--- src/rtl/ro_pkg.sv ---
// rtl/ro_pkg.sv - shared types, widths and helpers for the readout event path
package ro_pkg;

  localparam int CNT_W_DEF = 17;
  localparam int CH_W      = 5;

  // Event record is packed as {chan, pol, pol_eve, ts}; ts width is per instance.
  function automatic int ev_width(input int ts_w);
    return CH_W + 2 + ts_w;
  endfunction

  // Index of the lowest set bit; callers handle v == 0 themselves.
  function automatic logic [CH_W-1:0] ctz(input logic [31:0] v);
    logic [CH_W-1:0] r;
    r = '0;
    for (int i = 31; i >= 0; i--) begin
      if (v[i]) r = CH_W'(i);
    end
    return r;
  endfunction

endpackage

--- src/rtl/ro_event_fifo.sv ---
// rtl/ro_event_fifo.sv - show-ahead record FIFO, accepts a push when full if a pop happens in the same cycle
module ro_event_fifo
  import ro_pkg::*;
#(
  parameter int W     = 23,
  parameter int DEPTH = 8
) (
  input  logic         clk,
  input  logic         reset,
  input  logic         push,
  input  logic [W-1:0] push_data,
  input  logic         pop,
  output logic [W-1:0] head,
  output logic         full,
  output logic         empty
);

  localparam int AW = (DEPTH > 1) ? $clog2(DEPTH) : 1;

  logic [W-1:0]  mem_q [DEPTH];
  logic [W-1:0]  mem_d [DEPTH];
  logic [AW-1:0] wr_q, wr_d, rd_q, rd_d;
  logic [AW:0]   count_q, count_d;
  logic          wr_en, rd_en;

  assign full  = (count_q == (AW+1)'(DEPTH));
  assign empty = (count_q == '0);
  assign rd_en = pop && !empty;
  assign wr_en = push && (!full || rd_en);
  assign head  = mem_q[rd_q];

  always_comb begin
    mem_d   = mem_q;
    wr_d    = wr_q;
    rd_d    = rd_q;
    count_d = count_q;
    if (wr_en) begin
      mem_d[wr_q] = push_data;
      wr_d        = wr_q + AW'(1);
    end
    if (rd_en) rd_d = rd_q + AW'(1);
    case ({wr_en, rd_en})
      2'b10:   count_d = count_q + (AW+1)'(1);
      2'b01:   count_d = count_q - (AW+1)'(1);
      default: count_d = count_q;
    endcase
  end

  always_ff @(posedge clk) begin
    if (reset) begin
      wr_q    <= '0;
      rd_q    <= '0;
      count_q <= '0;
    end else begin
      wr_q    <= wr_d;
      rd_q    <= rd_d;
      count_q <= count_d;
    end
    mem_q <= mem_d;
  end

endmodule

--- src/rtl/ro_event_deserializer.sv ---
// rtl/ro_event_deserializer.sv - slot-tracking sampler of the shared readout lines feeding an event FIFO
module ro_event_deserializer
  import ro_pkg::*;
#(
  parameter int CNT_W = CNT_W_DEF,
  parameter int NCH   = 17,
  parameter int TS_W  = 16,
  parameter int DEPTH = 8
) (
  input  logic            clk,
  input  logic            reset,
  input  logic            en,
  input  logic            line_pol,
  input  logic            line_pol_eve,
  output logic            ev_valid,
  input  logic            ev_ready,
  output logic [4:0]      ev_chan,
  output logic            ev_pol,
  output logic            ev_pol_eve,
  output logic [TS_W-1:0] ev_ts,
  output logic            overflow,
  output logic [7:0]      drop_cnt
);

  localparam int EW = CH_W + 2 + TS_W;

  logic [CNT_W-1:0] cnt_q, cnt_d;
  logic             guard_q, guard_d;
  logic             s_valid_q, s_valid_d;
  logic [CH_W-1:0]  s_chan_q, s_chan_d;
  logic             s_pol_q, s_pol_d, s_pe_q, s_pe_d;
  logic [TS_W-1:0]  s_ts_q, s_ts_d;
  logic             push_q, push_d;
  logic [EW-1:0]    push_data_q, push_data_d;
  logic             overflow_q, overflow_d;
  logic [7:0]       drop_q, drop_d;

  logic [CH_W-1:0]  owner;
  logic             owner_ok, sample, pop, drop;
  logic [EW-1:0]    head;
  logic             full, empty;

  // Count zero means the MSB of the gray counter toggled at the last edge.
  assign owner    = (cnt_q == '0) ? CH_W'(CNT_W - 1) : ctz(32'(cnt_q));
  assign owner_ok = (32'(owner) < 32'(NCH));
  assign sample   = en && owner_ok && !(guard_q && (cnt_q == '0));
  assign pop      = ev_valid && ev_ready;
  assign drop     = push_q && full && !pop;

  always_comb begin
    cnt_d       = en ? cnt_q + CNT_W'(1) : cnt_q;
    guard_d     = en ? 1'b0 : guard_q;
    s_valid_d   = sample;
    s_chan_d    = sample ? owner : s_chan_q;
    s_pol_d     = sample ? line_pol : s_pol_q;
    s_pe_d      = sample ? line_pol_eve : s_pe_q;
    s_ts_d      = sample ? cnt_q[TS_W-1:0] : s_ts_q;
    // All-zero samples are idle slots and never reach the FIFO.
    push_d      = s_valid_q && (s_pol_q || s_pe_q);
    push_data_d = {s_chan_q, s_pol_q, s_pe_q, s_ts_q};
    overflow_d  = overflow_q || drop;
    drop_d      = (drop && (drop_q != 8'hff)) ? drop_q + 8'd1 : drop_q;
  end

  always_ff @(posedge clk) begin
    if (reset) begin
      cnt_q       <= '0;
      guard_q     <= 1'b1;
      s_valid_q   <= 1'b0;
      s_chan_q    <= '0;
      s_pol_q     <= 1'b0;
      s_pe_q      <= 1'b0;
      s_ts_q      <= '0;
      push_q      <= 1'b0;
      push_data_q <= '0;
      overflow_q  <= 1'b0;
      drop_q      <= '0;
    end else begin
      cnt_q       <= cnt_d;
      guard_q     <= guard_d;
      s_valid_q   <= s_valid_d;
      s_chan_q    <= s_chan_d;
      s_pol_q     <= s_pol_d;
      s_pe_q      <= s_pe_d;
      s_ts_q      <= s_ts_d;
      push_q      <= push_d;
      push_data_q <= push_data_d;
      overflow_q  <= overflow_d;
      drop_q      <= drop_d;
    end
  end

  ro_event_fifo #(
    .W     (EW),
    .DEPTH (DEPTH)
  ) u_fifo (
    .clk       (clk),
    .reset     (reset),
    .push      (push_q),
    .push_data (push_data_q),
    .pop       (ev_ready),
    .head      (head),
    .full      (full),
    .empty     (empty)
  );

  assign ev_valid = !empty;
  assign {ev_chan, ev_pol, ev_pol_eve, ev_ts} = empty ? '0 : head;
  assign overflow = overflow_q;
  assign drop_cnt = drop_q;

endmodule

--- config.mk ---
export PLATFORM = sky130hd
export DESIGN_NAME = ro_event_deserializer
export DESIGN_NICKNAME = d
export VERILOG_FILES = /design/src/rtl/ro_pkg.sv /design/src/rtl/ro_event_fifo.sv /design/src/rtl/ro_event_deserializer.sv
export SDC_FILE = /design/constraint.sdc
export NUM_CORES = 1
export LEC_CHECK = 0
export BUFFER_PORTS_ARGS = -buffer_cell sky130_fd_sc_hd__buf_4
export CAP_MARGIN = 20
export CORE_ASPECT_RATIO = 1.4
export CORE_MARGIN = 1.5
export CORE_UTILIZATION = 37
export DETAILED_ROUTE_END_ITERATION = 8
export GPL_TIMING_DRIVEN = 1
export PLACE_DENSITY_LB_ADDON = 0.2
export SETUP_SLACK_MARGIN = 0.2
export SLEW_MARGIN = 25
export SYNTH_ARGS = -nofsm -noshare
export SYNTH_HDL_FRONTEND = slang
export SYNTH_SLANG_ARGS = --single-unit
--- constraint.sdc ---
create_clock -name clk -period 4.6 [get_ports clk]
set_clock_uncertainty 0.15 [all_clocks]
set_input_delay 0.46 -clock clk [delete_from_list [all_inputs] [get_ports clk]]
set_output_delay 0.46 -clock clk [all_outputs]
set_load 0.05 [all_outputs]
Yosys cells after proc, flatten, opt, wreduce, memory -nomap -nowiden:

Index checks and enable logic that the tools add are counted.

* register bits after elaboration: 269
* input bits: 6
* output and inout port bits: 33
* word-level logic and storage cells: 84

* add/subtract/negate cells: 6
* $lt $le $gt $ge: 4
* equality and inequality tests: 4
* mux-type cells: 26
* bitwise operators: 2
* reduce and logical (&&, ||, !) cells: 20

Operators by type and width (count)
* bitwise mux 184 bit: 1
* two-way mux 23 bit: 4
* two-way mux 5 bit: 18
* binary-select mux 23 bit (select 3 bit): 1
* demux 23 bit (select 3 bit): 1
* adder 17 x 1 -> 17 bit, second input constant: 1
* zero test 17 bit: 1
* logical AND 1 bit: 10
* adder 8 x 1 -> 8 bit, second input constant: 1
* >= comparator 4 bit, second input constant: 2
* inequality test 8 bit, second input constant: 1
* inverter 3 -> 4 bit: 2
* one-hot mux 4 bit (2 select lines): 1
* adder 3 x 1 -> 3 bit, second input constant: 2
* < comparator 5 bit, second input constant: 1
* adder 4 x 1 -> 4 bit, second input constant: 1
* == test 4 bit, second input constant: 1
* zero test 1 bit: 4
* zero test 4 bit: 1
* < comparator 4 x 1 -> 1 bit, second input constant: 1
* subtractor 4 x 1 -> 4 bit, second input constant: 1
* logical OR 1 bit: 3
* == test 2 x 1 -> 1 bit, second input constant: 1
* == test 2 bit, second input constant: 1
* nonzero test 2 bit: 1

Logic depth before layout (Yosys ltp):

* depth in word-level cells: 21
* gate-level depth with buffers: 11
* mapped depth without buffers: 10

Hierarchy:

From an unflattened synthesis, not the netlist that was laid out.

* cell total of the unflattened synthesis: 678
* area total of the unflattened synthesis: 10583.9 sq um

By module, submodules not included
* ro_event_fifo: times used 1, cells an instance 335, area each 7484.7 sq um, seq. area each 5725.5 sq um
* ro_event_deserializer: times used 1, cells an instance 343, area each 3099.2 sq um, seq. area each 1501.4 sq um

Worst setup path before layout:

OpenSTA, ideal clock, no wires.

* path type: register to register
* start: register u_fifo.count_q[0]
* end: register u_fifo.mem_q[161] (netlist bit) (enable)
* library setup time: 0.432 ns
* arrival: 2.688 ns
* data required time: 4.018 ns
* slack: 1.330 ns
* stages on the path, launching flop included: 5
* buffers on the path: 0
* clock period less this slack: 3.270 ns
* cells stage by stage: dfxtp_1 nor3_1 a21boi_0 nand2b_1 nor3_1

* longest elaborated chain between the ends: 5
* elaborated cells on any way between the ends: 7
* classes of those cells: 1 x eq/ne; 6 x reduce/logical

Ends and longest elaborated chain
* start, declared: line ro_event_fifo.sv:23 `logic [AW:0] count_q, count_d;`
* start signal, assigned: line ro_event_fifo.sv:57 `count_q <= count_d;`
* zero test 4 bit: line ro_event_fifo.sv:27 `assign empty = (count_q == '0);`
* zero test 1 bit: line ro_event_fifo.sv:28 `assign rd_en = pop && !empty;`
* logical AND 1 bit: line ro_event_fifo.sv:28
* logical OR 1 bit (*): line ro_event_fifo.sv:29 `assign wr_en = push && (!full || rd_en);`
* logical AND 1 bit (*): line ro_event_fifo.sv:29
* end signal, assigned: line ro_event_fifo.sv:59 `mem_q <= mem_d;`
* end, declared: line ro_event_fifo.sv:20 `logic [W-1:0] mem_q [DEPTH];`

Every way passes the cells marked *; elsewhere a longest branch is shown, timed or not.
A chain may end at the register's enable or synchronous reset.

Final worst setup path:

* start: register u_fifo.rd_q[1]
* end: output ev_ts[9]

* longest elaborated chain between the ends: 5

Ends and longest elaborated chain
* start, declared: line ro_event_fifo.sv:22 `logic [AW-1:0] wr_q, wr_d, rd_q, rd_d;`
* start signal, assigned: line ro_event_fifo.sv:56 `rd_q <= rd_d;`
* inverter 3 -> 4 bit (implied by the code): line ro_event_fifo.sv:30 `assign head = mem_q[rd_q];`
* binary-select mux 23 bit (select 3 bit): line ro_event_fifo.sv:30
* two-way mux 23 bit (implied by the code) (2 in series): line ro_event_fifo.sv:30
* two-way mux 23 bit: line ro_event_deserializer.sv:108 `assign {ev_chan, ev_pol, ev_pol_eve, ev_ts} = empty ? '0 : head;`
* end, declared: line ro_event_deserializer.sv:20 `output logic [TS_W-1:0] ev_ts,`

No other way between the ends. The select of a mux whose other input is x is not followed.

==> impl_metrics.ini <==
[status]
status = completed

[job]
cap_violations = 0

[sta]
maxSlewViolCount = 0
tns_ns = 0
worst_slew_pin_slew_ns = 0.875
slew_headroom = 0.416
min_period_over_period = 0.713
fin_crit_ns = 3.28
fmax_ghz = 0.305
setup_viol = 0
finalHoldViolCount = 0
rsz0062_at_grt = no

[detailed_routing]
totalWireLength_mm = 20.0
detail-route-antenna-nets = 0
drt-wirelength-per-cell_um = 18.1
vias = 5472
drt_first_iter_violations = 228
routed_via_density = 4.94
first_pass_iters = 4
drc = 0

[floorplan]
die_h_um = 202
core-area_mm2 = 0.0277
initial_utilization = 0.377
pin_count = 39
die_w_um = 145
fp.dieArea_mm2 = 0.0293
placement_rows = 72

[setup_path]
criticalPathCategory = register to output port
end_kind = output port
cp-start-kind = register
worstPathMaxFanout = 29
arrival_ns = 2.67
r2r_setup_slack_ns = 1.54
crit_required_ns = 3.99

[layout]
final_cells = 1108
area_growth_syn_to_layout_pct = 14.8
drive_gt1_frac = 0.222
mostFrequentLayoutCells = 184 x edfxtp_1, 82 x dfxtp_1, 66 x nor2_1
fillers = 2556
final_util = 0.433
n_antenna_cell = 0
layout.nets = 734
fin_area_mm2 = 0.0120
mostFrequentLayoutCell = edfxtp_1

[clocking]
clk_pin_slew_worst_paths_ns = 0.06
clk-insertion-delay-late_ns = 0.52
numCtsBuffers = 26
cts_resized = 0
htreeDepth = 1
root_buffer = clkbuf_16
post_cts_buffers = 0
cts_max_path_buffers = 3
cts_tree = yes
ctsHoldBuffers = 0
cts.sinks = 269

[yosys]
synth_area_per_cell_um2 = 15.4
async_flop_share = 0
synth_cell_types = 48
yosys_register_bits = 269
syn_nets = 695
synth_top_flop_cell = edfxtp_1
yosysWarnings = 0
synth_cells = 680
syn_area_mm2 = 0.0105
synth-seq-area-share = 0.690
synth_edf_count = 184

[placement]
dp_cells = 1060
gp_congestion = 0.695
dp_hpwl_mm = 12.0
port_buffers = 38
postPlaceCellArea_mm2 = 0.0111

[power]
combinationalPowerShare = 0.025
power_density_mw_per_mm2 = 401
power.net_switching_mw = 0.961
ir_drop_uv = 265
power.internal_mw = 3.86
p_sw_frac = 0.199
p_seq_frac = 0.535
leakage_nw = 3.78
power_frac_clock = 0.439

[grt]
grt_most_used_layer = met2
grtUsageMet2 = 0.257
grt_pass1_wl_mm = 32.0
grt_use_met3 = 0.0183
grt_pass1_vias = 5787
antenna_found_initial = 0
use_met1 = 0.168
grt_start_max_net_pins = 83
grt_usage = 0.139
grt_overflow = 0

[min_path]
hold_class = primary input to register
==> cell type report <==
type / instances / area (um2) / share of cell area
Clock buffer: 33 / 698 / 0.0581
Inverter: 10 / 37.5 / 0.00312
Sequential cell: 269 / 7230 / 0.602
Multi-Input combinational cell: 362 / 3030 / 0.252
Clock inverter: 14 / 160 / 0.0133
Tap cell: 370 / 463 / 0.0385
Timing Repair Buffer: 50 / 395 / 0.0329
==> registers in the layout, indices dropped and copies added (netlist names), 3 cells and up <==
signal,count
push_data_q,23
u_fifo.mem_q,184
u_fifo.count_q,4
cnt_q,17
s_chan_q,5
u_fifo.rd_q,3
s_ts_q,16
drop_cnt,8
u_fifo.wr_q,3
==> worst paths after layout <==
kind / cells after the start / from / to
max reg2reg: 11 / u_fifo.count_q[0]$_SDFFE_PP0P_ / u_fifo.count_q[3]$_SDFFE_PP0P_
min: 3 / line_pol / s_pol_q$_SDFFE_PP0P_
min reg2reg: 1 / s_valid_q$_SDFF_PP0_ / push_q$_SDFF_PP0_
max: 5 / u_fifo.rd_q[1]$_SDFFE_PP0P_ / ev_ts[9]
==> cells by family (layout without fill, tap and decap cells) <==
logic type,count (synthesis),in the layout,share of synthesized area
buf+inv,49,107,0.0226
flops,269,269,0.690
xor+xnor,26,26,0.0217
mux,71,71,0.123
simple gates,204,204,0.0962
fa+ha+maj,9,9,0.0115
compound gates,52,52,0.0349
==> Yosys cell counts (all sizes together), types with 2 or more instances <==
| library cell | count | share of area |
|---|---|---|
| a2111oi | 2 | 0.0017 |
| a211oi | 2 | 0.0014 |
| a21oi | 26 | 0.016 |
| and3 | 3 | 0.0018 |
| buf | 22 | 0.013 |
| clkbuf | 17 | 0.0061 |
| dfxtp | 85 | 0.16 |
| edfxtp | 184 | 0.53 |
| ha | 8 | 0.0096 |
| inv | 10 | 0.0036 |
| mux2i | 25 | 0.024 |
| mux4 | 46 | 0.099 |
| nand2 | 57 | 0.020 |
| nand2b | 6 | 0.0036 |
| nand3 | 8 | 0.0043 |
| nand4 | 8 | 0.0054 |
| nor2 | 72 | 0.026 |
| nor2b | 26 | 0.016 |
| nor3 | 9 | 0.0043 |
| nor4 | 7 | 0.0091 |
| nor4b | 2 | 0.0023 |
| o21a | 2 | 0.0014 |
| o21ai | 5 | 0.0035 |
| o31a | 2 | 0.0017 |
| o31ai | 5 | 0.0036 |
| or3 | 4 | 0.0024 |
| xnor2 | 13 | 0.011 |
| xor2 | 13 | 0.011 |
==> stage by stage <==
stage / power [mW] / setup slack, ns / hold slack [ns]
6_report: 4.82 / 1.32 / 0.0549
5_1_grt: 4.97 / 1.17 / 0.0468
4_1_cts: 4.88 / 1.16 / 0.0375
3_5_place_dp: 2.76 / 1.54 / 0.271
3_3_place_gp: 2.75 / 1.66 / 0.273
2_1_floorplan: 2.73 / 1.33 / 0.260
==> critical path: stages (launching register included) <==
cell and delay, ns:
dfxtp_2 0.87, buf_4 0.44, mux4_2 0.37, mux2i_1 0.18, nor2_1 0.06, buf_4 0.20
==> power by group through the flow <==
stage	combinational [mW]	clock (mW)	sequential, mW
after floorplan	0.103	0	2.63
after global placement	0.116	0	2.64
after detailed placement	0.117	0	2.64
after CTS	0.118	2.18	2.59
after global routing	0.135	2.25	2.58
final	0.122	2.12	2.58
==> per-layer routing <==
| metal | up-vias | wire (um) |
|---|---|---|
| met2 | 72 | 10500 |
| met1 | 2769 | 8610 |
| met5 | - | 0 |
| met3 | 30 | 523 |
| met4 | 0 | 441 |
| li1 | 2601 | - |
(Power assumes the default switching activity.)
